[config.mk]
export PLATFORM = sky130hd
export DESIGN_NAME = alu_result_display_flat
export DESIGN_NICKNAME = d
export VERILOG_FILES = /design/src/rtl/alu_disp_pkg.sv /design/src/rtl/alu_result_display_if.sv /design/src/rtl/alu_result_display_seg7_decode.sv /design/src/rtl/alu_result_display.sv /design/src/flat_wrapper.sv
export SDC_FILE = /design/constraint.sdc
export NUM_CORES = 1
export LEC_CHECK = 0
export ABC_CLOCK_PERIOD_IN_PS = 5850
export BUFFER_PORTS_ARGS = -buffer_cell sky130_fd_sc_hd__buf_2
export CORE_MARGIN = 5
export CORE_UTILIZATION = 35
export DETAILED_ROUTE_END_ITERATION = 8
export PLACE_DENSITY_LB_ADDON = 0.08
export SYNTH_ARGS = -nofsm -noshare
export SYNTH_HDL_FRONTEND = slang
export SYNTH_SLANG_ARGS = --single-unit
[constraint.sdc]
create_clock -name clk -period 5.85 [get_ports clk]
set_input_delay 0.585 -clock clk [delete_from_list [all_inputs] [get_ports clk]]
set_output_delay 0.585 -clock clk [all_outputs]
set_load 0.02 [all_outputs]
[src/rtl/alu_disp_pkg.sv]
// Shared definitions for the ALU result display: active-high 7-segment glyphs,
// the latched result record and the ALU op codes used by neighbouring blocks.
package alu_disp_pkg;

   // Segment order is {g,f,e,d,c,b,a}, 1 = segment lit
   localparam logic [6:0] SEG_0     = 7'b0111111;
   localparam logic [6:0] SEG_1     = 7'b0000110;
   localparam logic [6:0] SEG_2     = 7'b1011011;
   localparam logic [6:0] SEG_3     = 7'b1001111;
   localparam logic [6:0] SEG_4     = 7'b1100110;
   localparam logic [6:0] SEG_5     = 7'b1101101;
   localparam logic [6:0] SEG_6     = 7'b1111101;
   localparam logic [6:0] SEG_7     = 7'b0000111;
   localparam logic [6:0] SEG_8     = 7'b1111111;
   localparam logic [6:0] SEG_9     = 7'b1101111;
   localparam logic [6:0] SEG_E     = 7'b1111001;
   localparam logic [6:0] SEG_R     = 7'b1010000;
   localparam logic [6:0] SEG_DASH  = 7'b1000000;
   localparam logic [6:0] SEG_BLANK = 7'b0000000;

   typedef enum logic [1:0] {
      SUM = 2'd0,
      SUB = 2'd1,
      MUL = 2'd2,
      DIV = 2'd3
   } alu_op_e;

   typedef struct packed {
      logic [3:0] dec;
      logic [3:0] unis;
      logic       zero;
      logic       error;
   } alu_result_t;

   function automatic logic [6:0] digit_glyph(input logic [3:0] digit);
      case (digit)
         4'd0:    return SEG_0;
         4'd1:    return SEG_1;
         4'd2:    return SEG_2;
         4'd3:    return SEG_3;
         4'd4:    return SEG_4;
         4'd5:    return SEG_5;
         4'd6:    return SEG_6;
         4'd7:    return SEG_7;
         4'd8:    return SEG_8;
         4'd9:    return SEG_9;
         default: return SEG_DASH;
      endcase
   endfunction

endpackage

[src/rtl/alu_result_display_if.sv]
// ALU result load channel: valid/ready handshake carrying the two BCD digits
// and the zero/error flags.
interface alu_result_display_if;
   logic       ld_valid;
   logic       ld_ready;
   logic [3:0] dec_bin;
   logic [3:0] unis_bin;
   logic       zero;
   logic       error;

   modport master (
      output ld_valid, dec_bin, unis_bin, zero, error,
      input  ld_ready
   );

   modport slave (
      input  ld_valid, dec_bin, unis_bin, zero, error,
      output ld_ready
   );
endinterface

[src/rtl/alu_result_display_seg7_decode.sv]
// Combinational glyph selection for one digit slot, active-high segments.
module seg7_decode
   import alu_disp_pkg::*;
(
   input  logic [3:0] digit,
   input  logic       is_tens,
   input  logic       err,
   output logic [6:0] seg
);

   // Error text overrides digits; a zero tens digit is suppressed
   always_comb begin
      seg = SEG_BLANK;
      if (err) begin
         seg = is_tens ? SEG_E : SEG_R;
      end else if (is_tens && (digit == 4'd0)) begin
         seg = SEG_BLANK;
      end else begin
         seg = digit_glyph(digit);
      end
   end

endmodule

[src/rtl/alu_result_display.sv]
// Double-buffered 2-digit multiplexed 7-segment driver for ALU results with
// zero/error LEDs; new results are swapped in only at frame boundaries.
module alu_result_display
   import alu_disp_pkg::*;
#(
   parameter int REFRESH_DIV    = 1024,
   parameter int BLANK_CYC      = 4,
   parameter int BLINK_DIV      = 64,
   parameter bit SEG_ACTIVE_LOW = 1'b1
) (
   input  logic                clk,
   input  logic                reset,
   alu_result_display_if.slave ld,
   output logic [6:0]          seg,
   output logic [1:0]          an,
   output logic                zero_led,
   output logic                err_led
);

   localparam int CNT_W   = (REFRESH_DIV > 1) ? $clog2(REFRESH_DIV) : 1;
   localparam int BLINK_W = $clog2(BLINK_DIV + 1);
   localparam logic [6:0] SEG_OFF = SEG_ACTIVE_LOW ? 7'h7F : 7'h00;
   localparam logic [1:0] AN_OFF  = SEG_ACTIVE_LOW ? 2'b11 : 2'b00;

   logic [CNT_W-1:0]   cnt_r;
   logic               dsel_r;
   logic [BLINK_W-1:0] blink_cnt_r;
   logic               blink_r;
   alu_result_t        pend_r;
   alu_result_t        disp_r;
   logic               pend_valid_r;
   logic               disp_valid_r;

   logic               slot_end_s;
   logic               frame_end_s;
   logic               accept_s;
   logic               an_on_s;
   logic [3:0]         digit_s;
   logic [6:0]         glyph_s;
   logic [6:0]         seg_s;
   logic [1:0]         an_s;

   assign ld.ld_ready = ~pend_valid_r;
   assign slot_end_s  = (cnt_r == CNT_W'(REFRESH_DIV - 1));
   assign frame_end_s = slot_end_s & dsel_r;
   assign accept_s    = ld.ld_valid & ~pend_valid_r;
   assign digit_s     = dsel_r ? disp_r.dec : disp_r.unis;

   seg7_decode u_decode (
      .digit   (digit_s),
      .is_tens (dsel_r),
      .err     (disp_r.error),
      .seg     (glyph_s)
   );

   // Slot counter and digit select
   always_ff @(posedge clk or posedge reset) begin
      if (reset) begin
         cnt_r  <= {CNT_W{1'b0}};
         dsel_r <= 1'b0;
      end else if (slot_end_s) begin
         cnt_r  <= {CNT_W{1'b0}};
         dsel_r <= ~dsel_r;
      end else begin
         cnt_r  <= cnt_r + 1'b1;
      end
   end

   // Blink phase, advanced once per frame
   always_ff @(posedge clk or posedge reset) begin
      if (reset) begin
         blink_cnt_r <= {BLINK_W{1'b0}};
         blink_r     <= 1'b0;
      end else if (frame_end_s) begin
         if (blink_cnt_r == BLINK_W'(BLINK_DIV - 1)) begin
            blink_cnt_r <= {BLINK_W{1'b0}};
            blink_r     <= ~blink_r;
         end else begin
            blink_cnt_r <= blink_cnt_r + 1'b1;
         end
      end
   end

   // Pending/display buffers; capture and swap are exclusive since ready = ~pend_valid
   always_ff @(posedge clk or posedge reset) begin
      if (reset) begin
         pend_r       <= {4'd0, 4'd0, 1'b0, 1'b0};
         disp_r       <= {4'd0, 4'd0, 1'b0, 1'b0};
         pend_valid_r <= 1'b0;
         disp_valid_r <= 1'b0;
      end else if (frame_end_s && pend_valid_r) begin
         disp_r       <= pend_r;
         disp_valid_r <= 1'b1;
         pend_valid_r <= 1'b0;
      end else if (accept_s) begin
         pend_r       <= {ld.dec_bin, ld.unis_bin, ld.zero, ld.error};
         pend_valid_r <= 1'b1;
      end
   end

   // Digit enable gating: blanking window, error blink, suppressed tens
   always_comb begin
      an_on_s = 1'b0;
      seg_s   = SEG_BLANK;
      an_s    = 2'b00;
      if (disp_valid_r && (cnt_r >= CNT_W'(BLANK_CYC)) &&
          !(disp_r.error && blink_r) && (glyph_s != SEG_BLANK)) begin
         an_on_s = 1'b1;
      end else begin
         an_on_s = 1'b0;
      end
      if (an_on_s) begin
         seg_s = glyph_s;
         an_s  = dsel_r ? 2'b10 : 2'b01;
      end else begin
         seg_s = SEG_BLANK;
         an_s  = 2'b00;
      end
   end

   // Output registers, polarity applied here only
   always_ff @(posedge clk or posedge reset) begin
      if (reset) begin
         seg      <= SEG_OFF;
         an       <= AN_OFF;
         zero_led <= 1'b0;
         err_led  <= 1'b0;
      end else begin
         seg      <= SEG_ACTIVE_LOW ? ~seg_s : seg_s;
         an       <= SEG_ACTIVE_LOW ? ~an_s : an_s;
         zero_led <= disp_r.zero;
         err_led  <= disp_r.error;
      end
   end

endmodule
[src/flat_wrapper.sv]
// flat-port wrapper written by rule: the top's interface ports become plain ports
module alu_result_display_flat import alu_disp_pkg::*;
#(
   parameter int REFRESH_DIV    = 1024,
   parameter int BLANK_CYC      = 4,
   parameter int BLINK_DIV      = 64,
   parameter bit SEG_ACTIVE_LOW = 1'b1
)
  (clk, reset, seg, an, zero_led, err_led, ld_ld_valid, ld_dec_bin, ld_unis_bin, ld_zero, ld_error, ld_ld_ready);
  alu_result_display_if ld_i ();
  input  logic clk;
  input  logic reset;
  output logic [6:0] seg;
  output logic [1:0] an;
  output logic zero_led;
  output logic err_led;
  input wire logic [$bits(ld_i.ld_valid)-1:0] ld_ld_valid;
  input wire logic [$bits(ld_i.dec_bin)-1:0] ld_dec_bin;
  input wire logic [$bits(ld_i.unis_bin)-1:0] ld_unis_bin;
  input wire logic [$bits(ld_i.zero)-1:0] ld_zero;
  input wire logic [$bits(ld_i.error)-1:0] ld_error;
  output wire logic [$bits(ld_i.ld_ready)-1:0] ld_ld_ready;
  assign ld_i.ld_valid = ld_ld_valid;
  assign ld_i.dec_bin = ld_dec_bin;
  assign ld_i.unis_bin = ld_unis_bin;
  assign ld_i.zero = ld_zero;
  assign ld_i.error = ld_error;
  assign ld_ld_ready = ld_i.ld_ready;
  alu_result_display #(.REFRESH_DIV(REFRESH_DIV), .BLANK_CYC(BLANK_CYC), .BLINK_DIV(BLINK_DIV), .SEG_ACTIVE_LOW(SEG_ACTIVE_LOW)) u_core (.clk(clk), .reset(reset), .ld(ld_i), .seg(seg), .an(an), .zero_led(zero_led), .err_led(err_led));
endmodule
==> results of run 1 <==
-- cell families (layout without fill, tap and decap cells) --
| group | count (synthesis) | after routing | share of synthesized area |
|---|---|---|---|
| and+or+nand+nor | 63 | 63 | 0.137 |
| adders and majority gates | 8 | 8 | 0.0416 |
| DFF | 52 | 52 | 0.545 |
| xor gates and xnor gates | 11 | 11 | 0.0400 |
| buffers and inverters | 16 | 43 | 0.0306 |
| AOI/OAI and AO/OA | 24 | 24 | 0.0644 |
| muxes | 28 | 28 | 0.142 |
-- through the flow --
step | util | power, mW | instances
after floorplan | - | 0.437 | 202
after global placement | 0.385 | 0.449 | 301
after detailed placement | 0.385 | 0.451 | 301
after CTS | 0.403 | 0.712 | 309
after global routing | 0.403 | 0.738 | 309
final | 0.403 | 0.698 | 309
-- worst paths after layout --
| kind | from | to | cells after the start |
|---|---|---|---|
| setup / recovery | u_core.dsel_r$_DFFE_PP0N_ | u_core.seg[3]$_DFF_PP1_ | 6 |
| hold / removal | u_core.disp_r[1]$_DFFE_PP0P_ | u_core.zero_led$_DFF_PP0_ | 0 |
| setup reg to reg | u_core.dsel_r$_DFFE_PP0N_ | u_core.seg[3]$_DFF_PP1_ | 6 |
| hold reg to reg | u_core.disp_r[1]$_DFFE_PP0P_ | u_core.zero_led$_DFF_PP0_ | 0 |
| max in group asynchronous | reset | u_core.dsel_r$_DFFE_PP0N_ | 3 |
| min in group asynchronous | reset | u_core.pend_r[1]$_DFFE_PP0P_ | 3 |
-- critical path, delay by kind of cell, from the launching register on --
family / cells / cell delay [ns]
AO/OA/AOI/OAI: 3 / 0.50
adder cells (fa/ha/maj): 1 / 0.26
AND/OR/NAND/NOR: 1 / 0.59
flip-flops: 1 / 0.71
multiplexers: 1 / 0.49
-- cell type report --
| cell class | instances | area, sq um | area share |
|---|---|---|---|
| repair buffers | 25 | 128 | 0.0469 |
| clock buffers | 6 | 82.6 | 0.0303 |
| inverters | 10 | 37.5 | 0.0138 |
| multi-input cells | 134 | 1020 | 0.376 |
| clock inverters | 2 | 38.8 | 0.0143 |
| well taps | 80 | 100 | 0.0368 |
| flip-flops and latches | 52 | 1310 | 0.482 |
-- per-layer routing --
layer / vias up / track usage / wire (um)
met1: 702 / 0.160 / 2230
li1: 749 / - / -
met3: 4 / 0.0406 / 172
met5: - / 0 / 0
met2: 26 / 0.155 / 1780
met4: 0 / 0.0293 / 40
-- cell usage in the layout, fill, tap and decap left out, types with 2 or more instances in the layout --
master / instances
buf_2: 24
a21oi_1: 6
or3_1: 3
ha_1: 8
nand2b_1: 4
and4_1: 2
mux2_4: 9
o211ai_1: 2
o21ai_0: 7
xor2_1: 5
nor4_1: 2
nor2b_1: 3
inv_1: 9
nand2_1: 18
mux2_2: 13
dfrtp_1: 43
clkbuf_8: 6
nor2_1: 10
nor3_1: 2
xnor2_1: 6
mux2i_1: 6
nand3_1: 9
dfstp_2: 9
or2_2: 2
-- flip-flops by register name (all words and copies together), names as in the netlist, 2 cells and up --
| name | cells |
|---|---|
| u_core.an | 2 |
| u_core.blink_cnt_r | 7 |
| u_core.cnt_r | 10 |
| u_core.disp_r | 10 |
| u_core.pend_r | 10 |
| u_core.seg | 7 |
-- power groups by stage --
stage / Sequential [mW] / Combinational, mW / Clock, mW
floorplan: 0.403 / 0.0334 / 0
detailed placement: 0.409 / 0.0426 / 0
global placement: 0.408 / 0.0416 / 0
global route: 0.405 / 0.0469 / 0.285
finish: 0.400 / 0.0409 / 0.257
CTS: 0.402 / 0.0426 / 0.268
-- cells in the mapped netlist (all sizes together), types with 3 or more instances --
library cell   n
a21oi          6
nand2         19
ha             8
dfstp          9
xnor2          6
nor2          10
mux2i          6
o21ai          7
buf            5
dfrtp         43
or3            3
xor2           5
nand3         10
nand2b         4
nor2b          3
mux2          22
inv           10
==> flow_summary.toml, run 1 <==
[setup_path]
critical_path_class = "flop to flop"
end_kind = "flop"
cp-start-kind = "flop"
crit_chain = "mux2i_1 -> ha_1 -> nor4bb_1 -> a2111o_1 -> a21oi_1 -> o21ai_0"
regToRegSetupSlack_ns = 3.22
cp_data_required_time_ns = 6.06
cpMaxStageDelayCell = "dfrtp_1"
cp.arrival_ns = 2.85
cpPeakStageDelay_ns = 0.71
crit_path_max_fanout = 17

[power_and_ir_drop]
p_per_area_mw_per_mm2 = 256
sw_frac_of_total = 0.209
p_clk_frac = 0.368
power.leakage_nw = 1.29
vdd_drop_max_mv = 0.129
combPwrFrac = 0.059
internal_power_mw = 0.552
seq_power_share = 0.573
p_sw_mw = 0.146

[floorplanning]
die_w_um = 93.0
die_h_um = 93.0
row_count = 30
dieArea_sq_mm = 0.00864
core_sq_mm = 0.00676
start_util = 0.356
io_pins = 25

[place]
placed_area_sq_mm = 0.00260
hpwl_um = 2960
pre_cts_ws_ns = 3.20
io_buffers = 24
gp_congestion = 0.699

[synth]
ys_seq_area_frac = 0.545
netlist.area_leader.share = 0.447
synth_edf_count = 0
postSynthCellCount = 202
synth_area_leaders = "dfrtp_1 (45%), dfstp_2 (9.8%), mux2_2 (6.1%)"
ys_ff_latch = 52
yosys.area.top_type = "dfrtp_1"
yosysWarnings = 0
syn_area_per_cell_sq_um = 11.9
syn_area_sq_mm = 0.00241
synth_nets = 223
async_flop_share = 1.00
ys.flop_type = "dfrtp_1"
ys_types = 44

[global_route]
overflow = 0
grt_usage = 0.111
antenna_found_initial = 0
grt_pass1_wl_um = 7550
grt_max_degree = 53
first_global_vias = 1498

[hold_path]
min_path_type = "flop to flop"

[outcome]
status = "complete, no violations"

[clocking]
ctsResizeCount = 0
postCtsHoldBufs = 0
clkSinkCount = 52
postCtsSetupRepairBufs = 0
path_clk_slew_ns = 0.09
cts_buffers = 5
clk_latency_ns = 0.30
cts_root_buf = "clkbuf_8"
clk_path_buf_depth = 2
htreeDepth = 2
cts_tree = "built"

[timing]
tightestPinTransition_ns = 0.945
fmax_mhz = 380
setup_viol = 0
drv_slew = 0
fin_tns_setup_ns = 0
hold_ws_ns = 0.403
final.setup.worst_slack_ns = 3.22
period_needed_ns = 2.63
worst_clock_skew_ns = 0.0109
rsz0062_at_grt = "false"
post-route-period-util = 0.450
finalHoldViolations = 0
relSlewSlack = 0.369

[detailed_routing]
avgRoutedWirePerCell_um = 13.7
wl_um = 4220
drtIter0Drc = 48
drc = 0
vias = 1481
first_pass_iters = 4
ant_nets = 0
avgViaCountPerCell = 4.79

[cells_and_area]
num_antenna_cells = 0
fin_area_sq_mm = 0.00272
final_nets = 249
drive_gt1_frac = 0.306
fill_cells = 669
area_growth_pct = 13.0

[job]
drv_cap = 0
(Power assumes the default switching activity.)
==> run 2, diff against run 1 <==
--- a/config.mk
+++ b/config.mk
@@ -5,7 +5,7 @@
 export SDC_FILE = /design/constraint.sdc
 export NUM_CORES = 1
 export LEC_CHECK = 0
-export ABC_CLOCK_PERIOD_IN_PS = 5850
+export ABC_CLOCK_PERIOD_IN_PS = 2700
 export BUFFER_PORTS_ARGS = -buffer_cell sky130_fd_sc_hd__buf_2
 export CORE_MARGIN = 5
 export CORE_UTILIZATION = 35
==> constraint.sdc (replaced) <==
create_clock -name clk -period 2.7 [get_ports clk]
set_input_delay 0.27 -clock clk [delete_from_list [all_inputs] [get_ports clk]]
set_output_delay 0.27 -clock clk [all_outputs]
set_load 0.02 [all_outputs]
==> flow_summary.toml, run 2 (synthesis gave the netlist of run 1 again) <==
[outcome]
status = "complete, no violations"

[cells_and_area]
largestRegisters = "u_core.cnt_r x10, u_core.disp_r x10, u_core.pend_r x10"
final_core_util = 0.408
drive_gt1_frac = 0.313
final_common_cell = "dfrtp_1"
num_antenna_cells = 0
area_growth_pct = 14.5
final_nets = 253
fin_cells = 313
mostFrequentLayoutCells = "dfrtp_1 (43), buf_2 (24), nand2_1 (18), mux2_2 (13), nor2_1 (10)"

[detailed_routing]
drtIter0Drc = 67
drc = 0
wl_um = 4340
first_pass_iters = 4
vias = 1467
avgRoutedWirePerCell_um = 13.8
avgViaCountPerCell = 4.69
ant_nets = 0

[floorplanning]
io_pins = 25
row_count = 30
start_util = 0.356
die_w_um = 93.0
die_h_um = 93.0
core_sq_mm = 0.00676
dieArea_sq_mm = 0.00864

[power_and_ir_drop]
vdd_drop_max_mv = 0.335
finalPower_mw = 1.55
power.leakage_nw = 1.31
p_per_area_mw_per_mm2 = 561

[setup_path]
cpPeakStageDelay_ns = 0.62
cp.arrival_ns = 2.60
critical_path_class = "flop to flop"
cpMaxStageDelayCell = "nor4bb_1"
reg2regPathDepth = 6
cp_data_required_time_ns = 2.93
regToRegSetupSlack_ns = 0.33
reg2reg_to = "u_core.seg[3]$_DFF_PP1_"
end_kind = "flop"
cp-start-kind = "flop"
r2r_start = "u_core.dsel_r$_DFFE_PP0N_"
crit_path_max_fanout = 7
crit_chain = "mux2i_1 -> ha_1 -> nor4bb_1 -> a2111o_1 -> a21oi_1 -> o21ai_0"

[timing]
relSlewSlack = 0.543
period_needed_ns = 2.37
fmax_mhz = 422
finalHoldViolations = 0
hold_ws_ns = 0.189
fin_tns_setup_ns = 0
worst_clock_skew_ns = 0.00361
post-route-period-util = 0.877
drv_slew = 0
setup_viol = 0
tightestPinTransition_ns = 0.676
rsz0062_at_grt = "false"

[hold_path]
hold_path_startpoint = "ld_dec_bin[3]"
holdPathEnd = "u_core.pend_r[9]$_DFFE_PP0P_"
min_path_type = "input pin to flop"
hold_path_depth = 2

[job]
drv_cap = 0

[global_route]
overflow = 0
grt_pass1_wl_um = 7620
grt_usage = 0.111
grt_max_degree = 24
antenna_found_initial = 0
first_global_vias = 1561

[clocking]
clk_path_buf_depth = 2
clkSinkCount = 52
cts_tree = "built"
path_clk_slew_ns = 0.09
clk_latency_ns = 0.30
htreeDepth = 2
cts_root_buf = "clkbuf_8"
cts_buffers = 5

[place]
hpwl_um = 3140
gp_congestion = 0.719
dp.cells = 304
io_buffers = 24
run 2: what timing repair did:
action | in CTS | in global routing
endpoints found under the hold margin | 16 | 0
hold buffers | 1 | 0
buffers inserted | 0 | 0
resized for setup | 0 | 0
run 2: cell type report:
| cell class | instances | area [sq um] |
|---|---|---|
| flip-flops and latches | 52 | 1310 |
| repair buffers | 29 | 160 |
| fillers | 670 | 4000 |
| clock buffers | 7 | 96.3 |
| clock inverters | 1 | 30.0 |
| multi-input cells | 134 | 1020 |
| well taps | 80 | 100 |
| inverters | 10 | 37.5 |
run 2: worst max path at each step:
stage,start,endpoint
after CTS,u_core.dsel_r$_DFFE_PP0N_,u_core.seg[3]$_DFF_PP1_
after floorplan,u_core.dsel_r$_DFFE_PP0N_,u_core.seg[3]$_DFF_PP1_
after global placement,u_core.dsel_r$_DFFE_PP0N_,u_core.seg[3]$_DFF_PP1_
final,u_core.dsel_r$_DFFE_PP0N_,u_core.seg[3]$_DFF_PP1_
after detailed placement,u_core.dsel_r$_DFFE_PP0N_,u_core.seg[3]$_DFF_PP1_
after global routing,u_core.dsel_r$_DFFE_PP0N_,u_core.seg[3]$_DFF_PP1_
run 2: power by group:
| part | total [mW] | switching (mW) | leakage [nW] | internal [mW] |
|---|---|---|---|---|
| clock network | 0.586 | 0.259 | 0.0645 | 0.327 |
| registers | 0.869 | 0.0306 | 0.654 | 0.838 |
| logic | 0.0930 | 0.0352 | 0.593 | 0.0578 |
run 2: per-layer routing:
metal  GRT usage  share of wire
met4      0.0403          0.014
met3      0.0309          0.039
met1       0.162           0.54
met2       0.154           0.41
met5           0              0
run 2: worst max-delay path, delay by kind of cell, from the launching register on:
family	cells	cell delay [ns]
and+or+nand+nor	1	0.62
DFF	1	0.48
muxes	1	0.47
AOI/OAI and AO/OA	3	0.45
adders and majority gates	1	0.26
run 2: through the flow:
stage,setup slack (ns),area (sq um)
finish,0.331,2760
global route,0.169,2760
CTS,0.385,2760
detailed placement,0.417,2620
global placement,0.542,2620
floorplan,0.536,2410
